--- src/rtl/turbo_pkg.sv ---
// Shared turbo-bank definitions: bank geometry and the dispatcher FSM state type.
// Also used by trb_out_mux and the turbo top level.
package turbo_pkg;

  localparam int unsigned NUM_TURBO     = 16;
  localparam int unsigned WORDS_PER_PKT = 25;
  localparam int unsigned TAG_W         = $clog2(NUM_TURBO);

  typedef enum logic [1:0] {
    IDLE = 2'd0,
    PICK = 2'd1,
    XFER = 2'd2
  } sched_state_e;

endpackage

--- src/rtl/turbo_dispatch_sched_rr_pick.sv ---
// rr_pick: combinational round-robin first-one finder.
// Scans elig_i upward from rr_ptr_i, wrapping modulo NUM_TURBO.
module rr_pick #(
  parameter int unsigned NUM_TURBO = turbo_pkg::NUM_TURBO,
  parameter int unsigned TAG_W     = turbo_pkg::TAG_W
) (
  input  logic [NUM_TURBO-1:0] elig_i,
  input  logic [TAG_W-1:0]     rr_ptr_i,
  output logic [TAG_W-1:0]     idx_o,
  output logic                 found_o
);

  logic [TAG_W-1:0] cand;

  always_comb begin
    idx_o   = '0;
    found_o = 1'b0;
    cand    = '0;
    for (int unsigned i = 0; i < NUM_TURBO; i++) begin
      // NUM_TURBO is a power of two, so TAG_W-bit wrap is the modulo
      cand = rr_ptr_i + TAG_W'(i);
      if (!found_o && elig_i[cand]) begin
        idx_o   = cand;
        found_o = 1'b1;
      end
    end
  end

endmodule

--- src/rtl/turbo_dispatch_sched.sv ---
// turbo_dispatch_sched: round-robin packet dispatcher for the turbo decoder bank with in-order drain tags.
// Build option: define TURBO_SCHED_GAP_EN to limit in_rdreq to every second cycle.
module turbo_dispatch_sched #(
  parameter int unsigned NUM_TURBO     = turbo_pkg::NUM_TURBO,
  parameter int unsigned WORDS_PER_PKT = turbo_pkg::WORDS_PER_PKT,
  parameter int unsigned TAG_W         = turbo_pkg::TAG_W
) (
  input  logic                 clk_st,
  input  logic                 rst,
  input  logic                 in_valid,
  output logic                 in_rdreq,
  input  logic [NUM_TURBO-1:0] dec_ready,
  output logic [NUM_TURBO-1:0] dec_en,
  output logic [TAG_W-1:0]     out_sel,
  output logic                 out_sel_valid,
  input  logic                 out_done,
  output logic [TAG_W:0]       busy_cnt,
  output logic                 err
);
  import turbo_pkg::*;

  localparam logic [7:0] LAST_WCNT = 8'(WORDS_PER_PKT - 1);

  sched_state_e           state_q, state_d;
  logic [NUM_TURBO-1:0]   busy_q, busy_d;
  logic [TAG_W-1:0]       rr_ptr_q, rr_ptr_d, cur_q, cur_d;
  logic [7:0]             wcnt_q, wcnt_d;
  logic [TAG_W-1:0]       tag_q [NUM_TURBO];
  logic [TAG_W-1:0]       tag_d [NUM_TURBO];
  logic [TAG_W-1:0]       head_q, head_d, tail_q, tail_d;
  logic [TAG_W:0]         cnt_q, cnt_d;
  logic                   rdreq_q, rdreq_d;
  logic [NUM_TURBO-1:0]   dec_en_q, dec_en_d;
  logic [TAG_W-1:0]       out_sel_q, out_sel_d;
  logic                   out_sel_valid_q, out_sel_valid_d;
  logic [TAG_W:0]         busy_cnt_q, busy_cnt_d;
  logic                   err_q, err_d;
  logic                   push, pop, issue_gate;
  logic [NUM_TURBO-1:0]   elig;
  logic [TAG_W-1:0]       pick_idx;
  logic                   pick_found;

  assign elig = ~busy_q & dec_ready;

  rr_pick #(
    .NUM_TURBO (NUM_TURBO),
    .TAG_W     (TAG_W)
  ) u_rr_pick (
    .elig_i   (elig),
    .rr_ptr_i (rr_ptr_q),
    .idx_o    (pick_idx),
    .found_o  (pick_found)
  );

`ifdef TURBO_SCHED_GAP_EN
  logic gate_q;
  always_ff @(posedge clk_st or posedge rst) begin
    if (rst) gate_q <= 1'b1;
    else     gate_q <= ~gate_q;
  end
  // rdreq is registered, so the decision made now must see the next cycle's phase
  assign issue_gate = ~gate_q;
`else
  assign issue_gate = 1'b1;
`endif

  always_comb begin
    state_d  = state_q;
    busy_d   = busy_q;
    rr_ptr_d = rr_ptr_q;
    cur_d    = cur_q;
    wcnt_d   = wcnt_q;
    tag_d    = tag_q;
    head_d   = head_q;
    tail_d   = tail_q;
    cnt_d    = cnt_q;
    rdreq_d  = 1'b0;
    err_d    = err_q;
    push     = 1'b0;
    pop      = 1'b0;

    case (state_q)
      IDLE: if (in_valid && (elig != '0)) state_d = PICK;
      PICK: begin
        if (pick_found) begin
          cur_d            = pick_idx;
          busy_d[pick_idx] = 1'b1;
          tag_d[tail_q]    = pick_idx;
          tail_d           = tail_q + 1'b1;
          push             = 1'b1;
          rr_ptr_d         = pick_idx + 1'b1;
          wcnt_d           = '0;
          state_d          = XFER;
          if (in_valid && dec_ready[pick_idx] && issue_gate) begin
            rdreq_d = 1'b1;
            wcnt_d  = 8'd1;
          end
        end else begin
          state_d = IDLE;
        end
      end
      XFER: begin
        if (in_valid && dec_ready[cur_q] && issue_gate) begin
          rdreq_d = 1'b1;
          wcnt_d  = wcnt_q + 1'b1;
          if (wcnt_q == LAST_WCNT) state_d = IDLE;
        end
      end
      default: state_d = IDLE;
    endcase

    if (out_done) begin
      if (cnt_q != '0) begin
        busy_d[tag_q[head_q]] = 1'b0;
        head_d = head_q + 1'b1;
        pop    = 1'b1;
      end else begin
        err_d = 1'b1;
      end
    end

    if (push && !pop)      cnt_d = cnt_q + 1'b1;
    else if (!push && pop) cnt_d = cnt_q - 1'b1;

    dec_en_d = '0;
    if (rdreq_q) dec_en_d[cur_q] = 1'b1;

    out_sel_d       = tag_d[head_d];
    out_sel_valid_d = (cnt_d != '0);

    busy_cnt_d = '0;
    for (int unsigned i = 0; i < NUM_TURBO; i++) begin
      busy_cnt_d = busy_cnt_d + (TAG_W+1)'(busy_d[i]);
    end
  end

  always_ff @(posedge clk_st or posedge rst) begin
    if (rst) begin
      state_q         <= IDLE;
      busy_q          <= '0;
      rr_ptr_q        <= '0;
      cur_q           <= '0;
      wcnt_q          <= '0;
      for (int unsigned i = 0; i < NUM_TURBO; i++) tag_q[i] <= '0;
      head_q          <= '0;
      tail_q          <= '0;
      cnt_q           <= '0;
      rdreq_q         <= 1'b0;
      dec_en_q        <= '0;
      out_sel_q       <= '0;
      out_sel_valid_q <= 1'b0;
      busy_cnt_q      <= '0;
      err_q           <= 1'b0;
    end else begin
      state_q         <= state_d;
      busy_q          <= busy_d;
      rr_ptr_q        <= rr_ptr_d;
      cur_q           <= cur_d;
      wcnt_q          <= wcnt_d;
      tag_q           <= tag_d;
      head_q          <= head_d;
      tail_q          <= tail_d;
      cnt_q           <= cnt_d;
      rdreq_q         <= rdreq_d;
      dec_en_q        <= dec_en_d;
      out_sel_q       <= out_sel_d;
      out_sel_valid_q <= out_sel_valid_d;
      busy_cnt_q      <= busy_cnt_d;
      err_q           <= err_d;
    end
  end

  assign in_rdreq      = rdreq_q;
  assign dec_en        = dec_en_q;
  assign out_sel       = out_sel_q;
  assign out_sel_valid = out_sel_valid_q;
  assign busy_cnt      = busy_cnt_q;
  assign err           = err_q;

endmodule
--- config.mk ---
export PLATFORM = sky130hd
export DESIGN_NAME = turbo_dispatch_sched
export DESIGN_NICKNAME = d
export VERILOG_FILES = /design/src/rtl/turbo_pkg.sv /design/src/rtl/turbo_dispatch_sched_rr_pick.sv /design/src/rtl/turbo_dispatch_sched.sv
export SDC_FILE = /design/constraint.sdc
export NUM_CORES = 1
export LEC_CHECK = 0
export BUFFER_PORTS_ARGS = -buffer_cell sky130_fd_sc_hd__buf_2
export CORE_UTILIZATION = 63
export CTS_CLUSTER_DIAMETER = 150
export DETAILED_ROUTE_END_ITERATION = 7
export PLACE_DENSITY_LB_ADDON = 0.12
export SYNTH_ARGS = -nofsm -noshare
export SYNTH_HDL_FRONTEND = slang
export SYNTH_SLANG_ARGS = --single-unit
--- constraint.sdc ---
create_clock -name clk_st -period 10.16 [get_ports clk_st]
set_input_delay 1.016 -clock clk_st [delete_from_list [all_inputs] [get_ports clk_st]]
set_output_delay 1.016 -clock clk_st [all_outputs]
set_load 0.05 [all_outputs]
==> metrics <==
reg2reg setup slack 1.98 ns; Max-slew headroom 22.3%; Top FF cell, synth dfrtp_1; insertion delay to the later sink of the worst-skew pair 0.43 ns; routed vias/inst 6.93; outcome finished, final reports clean; Synth cell types 103; Hold Vio Cnt, Final 0; share of the synthesized area in the top cell type 33.3%; largest cells by area after synthesis dfrtp_1, mux4_2, nand2_1; max_cap viols 0; met2 global-route usage 60.0%; first-pass GRT wire length 48,000 um; postcts setup bufs 0; crit end category flip-flop; synthesized area per cell 9.28 um^2; startpoint class of the critical path flip-flop; Max Fclk 122 MHz; post-synthesis sequential area ratio 33.3%; initial core utilization 65.0%; CTS H-tree depth 4; row count 46; number of port buffers 47; most common library cells after synthesis dfrtp_1, nand2_1, o21ai_0; Critical Path RT 10.51 ns; hpwl dp 21,300 um; GPL Wtd Cong 0.979; hold path startpoint err; crit path from rr_ptr_q[1]; die width 131 um; Pre-antenna DRT Iters 7; hold path depth 1; Worst Reg2Reg Path Length in Cells 25; layout cells sized above 1 16.0%; CP Class reg2reg; DRT iter0 DRCs 1,153; GR peak layer met2; total grt overflow 0; DIE AREA 17,100 um^2; count leader, synth dfrtp_1; Die Y 131 um; Finished Core Util 70.7%; GRT Total Usage 37.1%; worst min path class reg2reg; Worst-Margin Slew 1.16 ns; Syn-to-layout area delta 8.64%; CTS Hold Bufs 0; Clock transition at path regs 0.07 ns; Final setup viols 0; met1 track demand over resource 47.8%; reg2reg end busy_cnt[3]; Mapped Area 10,400 um^2; CP max FO 25; minimum clock period 8.18 ns; Post-Syn Nets 1,181; setup TNS 0 ns; Tcrit/Tclk final 80.5%; FF+latch count, synth 139; setup repair after global routing missed its margin no; vias in the first global route 9,031; Via Count 9,444; CTS sink cnt 139; Antenna Cells 0; CTS tree done; # DRC 0; DR WL/cell 22.1 um; max-slew violations 0; Ys Warns 0; Routed WL 30,100 um; antenna viol nets, final 0; number of synthesized flops with an enable pin 0; met3 Usage GRT 7.29%; post-CTS sizing 0; Core Footprint 16,100 um^2; async set or reset register ratio after synthesis 100%; maximum root-to-sink buffer count 2; Nets 1,190; Clock Skew 0.00995 ns; clk root buf clkbuf_16; initial antenna violation count 0; # IOs 48; end of the worst hold path err; worst reg2reg startpoint rr_ptr_q[1]; total CTS buffers 17; Critical Path AT 8.53 ns; largest net degree at the start of global routing 73; top cell type by total area after synthesis dfrtp_1; Syn Inst Count 1,125
critical path, cell delays in order, from the launching register on:
cell and delay, ns:
dfrtp_1 0.38, inv_1 0.25, buf_4 0.28, ha_1 0.49, and4b_4 0.31, nor4_4 0.36
o22ai_2 0.15, nor2_1 0.41, nand3_1 0.34, nor4_1 0.45, a2111oi_0 0.13, a211oi_1 0.24
a21boi_4 0.67, inv_2 0.21, nor2_1 0.28, a21oi_1 0.13, a21o_1 0.18, fa_1 0.47
fa_1 0.46, fa_1 0.49, fa_1 0.60, inv_1 0.06, ha_1 0.28, a21o_1 0.16
a21oi_1 0.16, xnor2_1 0.14
through the flow:
stage / instance area (um^2) / instances / worst slack (ns) / hold WS, ns
2_1_floorplan: 10400 / 1125 / 2.87 / 0.458
3_3_place_gp: 10700 / 1331 / 2.27 / 0.440
3_5_place_dp: 10700 / 1331 / 2.23 / 0.468
4_1_cts: 11300 / 1363 / 2.22 / 0.493
5_1_grt: 11300 / 1363 / 1.52 / 0.514
6_report: 11300 / 1363 / 1.98 / 0.484
worst max-delay path by stage:
stage	endpoint	cells past startpoint
2_1_floorplan	busy_cnt[4]	28
3_3_place_gp	busy_cnt[3]	25
3_5_place_dp	busy_cnt[3]	25
4_1_cts	busy_cnt[3]	25
5_1_grt	busy_cnt[4]	26
6_report	busy_cnt[3]	25
routing by layer:
layer / wire length (um) / vias to the layer above
met5: 0 / -
met4: 1410 / 0
met3: 2830 / 122
met2: 14000 / 591
met1: 11800 / 4494
li1: - / 4237
cells by family after synthesis:
logic type                 after synthesis  share of synthesized area, %
DFF                                    139                          33.3
muxes                                   86                          14.1
xor gates and xnor gates                31                          3.10
buffers and inverters                  113                          4.88
and+or+nand+nor                        412                          20.2
AOI/OAI and AO/OA                      308                          19.4
adders and majority gates               36                          5.03
layout make-up:
type                            count  area (um^2)
Timing Repair Buffer               61          340
Fill cell                        1232         4710
Multi-Input combinational cell    873         6460
Clock buffer                       17          425
Sequential cell                   139         3480
Clock inverter                     15          209
Inverter                           42          165
Tap cell                          216          270
sequential cells by signal, summed over array words and instances, names as in the netlist:
signal,cells
busy_cnt,5
busy_q,16
cnt_q,5
cur_q,4
dec_en,16
err,1
head_q,4
in_rdreq,1
out_sel,4
out_sel_valid,1
rr_ptr_q,4
state_q,2
tag_q,64
tail_q,4
wcnt_q,8
placed cells by master, fill, tap and decap left out, drive strengths merged, types with 9 or more instances in the layout:
cell	instances
dfrtp	139
nand2	132
o21ai	100
nor2	78
buf	61
a21oi	57
mux4	47
inv	45
nand3	44
mux2i	29
o211ai	26
ha	26
nand2b	25
nor3	25
nor2b	21
xnor2	20
nand4	18
a211oi	18
clkbuf	17
o22ai	16
o2111ai	15
a21o	11
xor2	11
fa	10
mux2	10
nor4	9
clkinv	9
Power is left out: the tool's default activity adds up to more than one toggle a clock period on the data nets, which glitch-free logic cannot reach.
